**src/rtl/cpu_io_responder.sv**
```systemverilog
// cpu_io_responder
// Device-side endpoint of the CPU byte I/O port. The input FIFO is preloaded
// by the host and drained by the CPU through I/IEnable. The output FIFO is
// filled by the CPU through O/OEnable and drained by the host through
// out_data/out_pop.
//
// Ports:
//   clk, rst          clock; asynchronous active-high reset
//   in_data, in_push  host byte to enqueue for the CPU
//   in_full, in_count input FIFO status
//   I, IEnable        byte presented to the CPU; CPU read strobe
//   O, OEnable        byte from the CPU; CPU write strobe
//   out_data          head of the output FIFO (0 when empty)
//   out_valid         output FIFO non-empty
//   out_pop           host consumes out_data
//   in_underrun       sticky: CPU read an empty input FIFO
//   out_overflow      sticky: CPU wrote a full output FIFO with no pop
//
// Configuration:
//   CPU_IO_RESP_ERR_FLAGS_EN  when defined, builds the sticky error flags;
//                             otherwise both flag outputs are tied to 0.
module cpu_io_responder #(
    parameter int unsigned DEPTH = 8,
    parameter int unsigned WIDTH = 8
) (
    input  logic                       clk,
    input  logic                       rst,
    input  logic [WIDTH-1:0]           in_data,
    input  logic                       in_push,
    output logic                       in_full,
    output logic [$clog2(DEPTH):0]     in_count,
    output logic [WIDTH-1:0]           I,
    input  logic                       IEnable,
    input  logic [WIDTH-1:0]           O,
    input  logic                       OEnable,
    output logic [WIDTH-1:0]           out_data,
    output logic                       out_valid,
    input  logic                       out_pop,
    output logic                       in_underrun,
    output logic                       out_overflow
);

    localparam int unsigned AW = $clog2(DEPTH);
    localparam int unsigned CW = AW + 1;

    // ------------------------------------------------------------------
    // Input FIFO (host -> CPU)
    // ------------------------------------------------------------------
    logic [WIDTH-1:0] in_mem [DEPTH];
    logic [AW-1:0]    in_wr_ptr;
    logic [AW-1:0]    in_rd_ptr;
    logic [CW-1:0]    in_cnt;
    logic             in_empty;
    logic             in_wr_en;
    logic             in_rd_en;

    assign in_empty = (in_cnt == '0);
    assign in_full  = (in_cnt == CW'(DEPTH));
    assign in_count = in_cnt;

    // A full FIFO still accepts a push when the CPU frees a slot in the same cycle.
    assign in_wr_en = in_push && (!in_full || IEnable);
    assign in_rd_en = IEnable && !in_empty;

    // Head is never bypassed from in_data; empty reads return 0.
    assign I = in_empty ? '0 : in_mem[in_rd_ptr];

    always_ff @(posedge clk) begin
        if (in_wr_en) begin
            in_mem[in_wr_ptr] <= in_data;
        end
    end

    // Pointers wrap naturally because DEPTH is a power of two.
    always_ff @(posedge clk or posedge rst) begin
        if (rst) begin
            in_wr_ptr <= '0;
            in_rd_ptr <= '0;
            in_cnt    <= '0;
        end else begin
            if (in_wr_en) in_wr_ptr <= in_wr_ptr + AW'(1);
            if (in_rd_en) in_rd_ptr <= in_rd_ptr + AW'(1);
            if (in_wr_en && !in_rd_en)      in_cnt <= in_cnt + CW'(1);
            else if (!in_wr_en && in_rd_en) in_cnt <= in_cnt - CW'(1);
        end
    end

    // ------------------------------------------------------------------
    // Output FIFO (CPU -> host)
    // ------------------------------------------------------------------
    logic [WIDTH-1:0] out_mem [DEPTH];
    logic [AW-1:0]    out_wr_ptr;
    logic [AW-1:0]    out_rd_ptr;
    logic [CW-1:0]    out_cnt;
    logic             out_empty;
    logic             out_full;
    logic             out_wr_en;
    logic             out_rd_en;

    assign out_empty = (out_cnt == '0);
    assign out_full  = (out_cnt == CW'(DEPTH));
    assign out_valid = !out_empty;

    // A full FIFO still captures when the host pops in the same cycle.
    assign out_wr_en = OEnable && (!out_full || out_pop);
    assign out_rd_en = out_pop && !out_empty;

    assign out_data = out_empty ? '0 : out_mem[out_rd_ptr];

    always_ff @(posedge clk) begin
        if (out_wr_en) begin
            out_mem[out_wr_ptr] <= O;
        end
    end

    always_ff @(posedge clk or posedge rst) begin
        if (rst) begin
            out_wr_ptr <= '0;
            out_rd_ptr <= '0;
            out_cnt    <= '0;
        end else begin
            if (out_wr_en) out_wr_ptr <= out_wr_ptr + AW'(1);
            if (out_rd_en) out_rd_ptr <= out_rd_ptr + AW'(1);
            if (out_wr_en && !out_rd_en)      out_cnt <= out_cnt + CW'(1);
            else if (!out_wr_en && out_rd_en) out_cnt <= out_cnt - CW'(1);
        end
    end

    // ------------------------------------------------------------------
    // Sticky error flags
    // ------------------------------------------------------------------
`ifdef CPU_IO_RESP_ERR_FLAGS_EN
    always_ff @(posedge clk or posedge rst) begin
        if (rst) begin
            in_underrun  <= 1'b0;
            out_overflow <= 1'b0;
        end else begin
            if (IEnable && in_empty)              in_underrun  <= 1'b1;
            if (OEnable && out_full && !out_pop)  out_overflow <= 1'b1;
        end
    end
`else
    assign in_underrun  = 1'b0;
    assign out_overflow = 1'b0;
`endif

endmodule

```
**config.mk**
```make
export PLATFORM = sky130hd
export DESIGN_NAME = cpu_io_responder
export DESIGN_NICKNAME = d
export VERILOG_FILES = /design/src/rtl/cpu_io_responder.sv
export SDC_FILE = /design/constraint.sdc
export NUM_CORES = 1
export LEC_CHECK = 0
export CAP_MARGIN = 20
export CORE_UTILIZATION = 65
export DETAILED_ROUTE_END_ITERATION = 6
export DONT_BUFFER_PORTS = 1
export GPL_TIMING_DRIVEN = 0
export PLACE_DENSITY = 0.81
export SETUP_SLACK_MARGIN = 0.2
export SLEW_MARGIN = 20
export SYNTH_ARGS = -nofsm -noshare
export SYNTH_HDL_FRONTEND = slang
export SYNTH_SLANG_ARGS = --single-unit
```
**constraint.sdc**
```tcl
create_clock -name clk -period 4.6 [get_ports clk]
set_input_delay 0.46 -clock clk [delete_from_list [all_inputs] [get_ports clk]]
set_output_delay 0.46 -clock clk [all_outputs]
set_load 0.02 [all_outputs]
```
==> results.sh <==
export IMPL_synthCells=319
export IMPL_clk_latency_ns=0.52
export IMPL_hold_class="in2reg"
export IMPL_core_area_um2=8891
export IMPL_post_cts_setup_buffers=0
export IMPL_finalHoldViolCount=0
export IMPL_grt_max_degree=21
export IMPL_first_pass_iters=4
export IMPL_worst_hold_slack_ns=0.03037
export IMPL_root_buffer="clkbuf_8"
export IMPL_cts_buffer_depth=2
export IMPL_h_tree_depth=4
export IMPL_routed_wl_um=11810
export IMPL_worstMarginPinSlew_ns=0.9302
export IMPL_p_per_area_nw_per_um2=709.7
export IMPL_cts_repair_resized=0
export IMPL_fin_crit_sh_pct=67.45
export IMPL_clk_pin_slew_worst_paths_ns=0.07
export IMPL_r2r_start="in_count[0]"
export IMPL_min_from="in_data[5]"
export IMPL_cts_tree="built"
export IMPL_comb_power_share_pct=32.2
export IMPL_routabilityCongestion=0.7604
export IMPL_ys_seq_area_share_pct=71.28
export IMPL_ys_ff_latch=148
export IMPL_cts_hold_buf=1
export IMPL_p_seq_share_pct=39.6
export IMPL_die_area_um2=9767
export IMPL_cp_data_required_time_ns=4.14
export IMPL_diodes=0
export IMPL_num_vias=3127
export IMPL_synth_warnings=0
export IMPL_yosysUniqueCellTypes=36
export IMPL_dp_hpwl_um=7036
export IMPL_power_leakage_nw=2.345
export IMPL_fillCellCount=463
export IMPL_setup_violations=0
export IMPL_crit_type="reg2out"
export IMPL_skew_ns=0.005109
export IMPL_timing_critical_path_from="out_rd_ptr[1]"
export IMPL_synth_edf_count=128
export IMPL_final_cell_area_um2=6899
export IMPL_mostFrequentLayoutCells="edfxtp_1 (128), mux4_2 (32), dfrtp_1 (20)"
export IMPL_rsz0062_at_grt="no"
export IMPL_initial_utilization_pct=68.55
export IMPL_status="completed"
export IMPL_seqCellArea_um2=4344
export IMPL_wl_per_cell_um=25.57
export IMPL_dpl_instance_area_um2=6299
export IMPL_intPower_w=0.003246
export IMPL_drtIter0Drc=271
export IMPL_track_usage_pct=27.13
export IMPL_drc=0
export IMPL_cp_arrival_ns=2.64
export IMPL_drv_cap=0
export IMPL_swShare_pct=33.70
export IMPL_end_kind="output port"
export IMPL_io_buffers=0
export IMPL_cts_sinks=148
export IMPL_final_min_clock_period_ns=3.103
export IMPL_io_pin_count=46
export IMPL_clock_fmax_mhz=322.3
export IMPL_grt_pass1_vias=3284
export IMPL_power_switching_w=0.001650
export IMPL_synthArstFlopShare_pct=13.51
export IMPL_multi_input_area_um2=1690
export IMPL_grt_pass1_wl_um=18560
export IMPL_power_frac_clock_pct=28.3
export IMPL_viasPerCell=6.768
export IMPL_final_common_cell="edfxtp_1"
export IMPL_synth_flop_cell="edfxtp_1"
export IMPL_setup_tns_ns=0
export IMPL_cp_start_kind="flop"
export IMPL_slew_viol_final=0
export IMPL_num_nets_final=376
export IMPL_cts_inserted_buffers=17
export IMPL_drive_above_1_share_pct=26.55
export IMPL_ir_drop_mv=0.4428
export IMPL_path_max_fanout=10
export IMPL_antenna_found_initial=0
export IMPL_fp_dieH_um=98.83
export IMPL_power_w=0.004896
export IMPL_antenna_left=0
export IMPL_die_w_um=98.83
export IMPL_final_core_util_pct=77.60
export IMPL_gr_total_overflow=0
export IMPL_rows=34
export IMPL_slew_headroom_pct=37.76
export IMPL_avgSynthCellArea_um2=19.11
export IMPL_areaGrowthSynthToFinish_pct=13.20
export IMPL_synthesis_area_um2=6095
## routing by layer
metal	track usage (%)	vias up	wire, um
met5	0	-	0
met4	13.09	0	269
met3	7.163	24	923
met2	41.53	146	5812
met1	37.10	1613	4807
li1	-	1344	-
## Yosys cell counts (4+ instances only)
library cell,n,area (um^2)
nand3_1,4,20.02
mux4_2,32,720.7
dfrtp_1,20,500.5
edfxtp_1,128,3844
nand3b_1,4,30.03
nand2b_1,5,31.28
nor2_1,6,22.52
o211ai_1,4,30.03
buf_2,6,30.03
nor3_1,8,40.04
inv_1,6,22.52
or3_1,7,43.79
mux2_2,6,67.56
a22o_1,16,140.1
ha_1,10,125.1
xnor2_1,12,105.1
nand2_1,6,22.52
or4_1,4,30.03
clkbuf_1,5,18.77
## state kept, by name, indices dropped and copies added, names as in the netlist
signal	count
in_rd_ptr	3
in_mem	64
out_wr_ptr	3
out_cnt	4
in_count	4
out_mem	64
out_rd_ptr	3
in_wr_ptr	3
## stage by stage
stage / setup WS, ns / instances
6_report: 1.497 / 462
5_1_grt: 1.348 / 462
4_1_cts: 1.479 / 462
3_5_place_dp: 1.536 / 430
3_3_place_gp: 1.685 / 428
2_1_floorplan: 1.855 / 320
## critical path, cell delays in order, from the launching register on
cell and delay, ns:
dfrtp_1 0.34, buf_1 0.46, clkbuf_1 0.60, mux4_2 0.42, a22o_1 0.30
## worst paths after layout
check                      depth (start not counted)            end  slack [ns]
setup reg to reg                                   9    in_count[3]        1.53
max in group asynchronous                          2  out_wr_ptr[0]        3.59
setup / recovery                                   4    out_data[6]        1.50
hold reg to reg                                    1  out_rd_ptr[2]        0.51
min in group asynchronous                          2     out_cnt[1]        0.52
hold / removal                                     0   in_mem[7][5]        0.03
## power groups by stage
stage / Sequential (W) / Clock, W / Combinational [W]
5_1_grt: 0.00197 / 0.00145 / 0.00170
4_1_cts: 0.00194 / 0.00139 / 0.00159
2_1_floorplan: 0.00189 / 0 / 0.00126
6_report: 0.00194 / 0.00138 / 0.00157
3_5_place_dp: 0.00195 / 0 / 0.00156
3_3_place_gp: 0.00192 / 0 / 0.00149
## logic make-up (layout without fill, tap and decap cells)
family / after synthesis / count (layout) / share of synthesized area, %
DFF: 148 / 148 / 71.28
and+or+nand+nor: 51 / 51 / 4.824
muxes: 40 / 40 / 13.26
AOI/OAI and AO/OA: 32 / 32 / 4.229
buffers and inverters: 23 / 57 / 1.909
adders and majority gates: 12 / 12 / 2.710
xor gates and xnor gates: 12 / 12 / 1.724
other: 1 / 2 / 0.06153
## area by class of cell
cell class,count,area share (%)
inverter,6,0.3264
timing repair buffer,3,0.3264
sequential,148,62.97
multi-input combinational,149,24.50
clock buffer,17,6.003
tap,108,1.959
clock inverter,14,2.557
buffer,17,1.360
(Power assumes the default switching activity.)
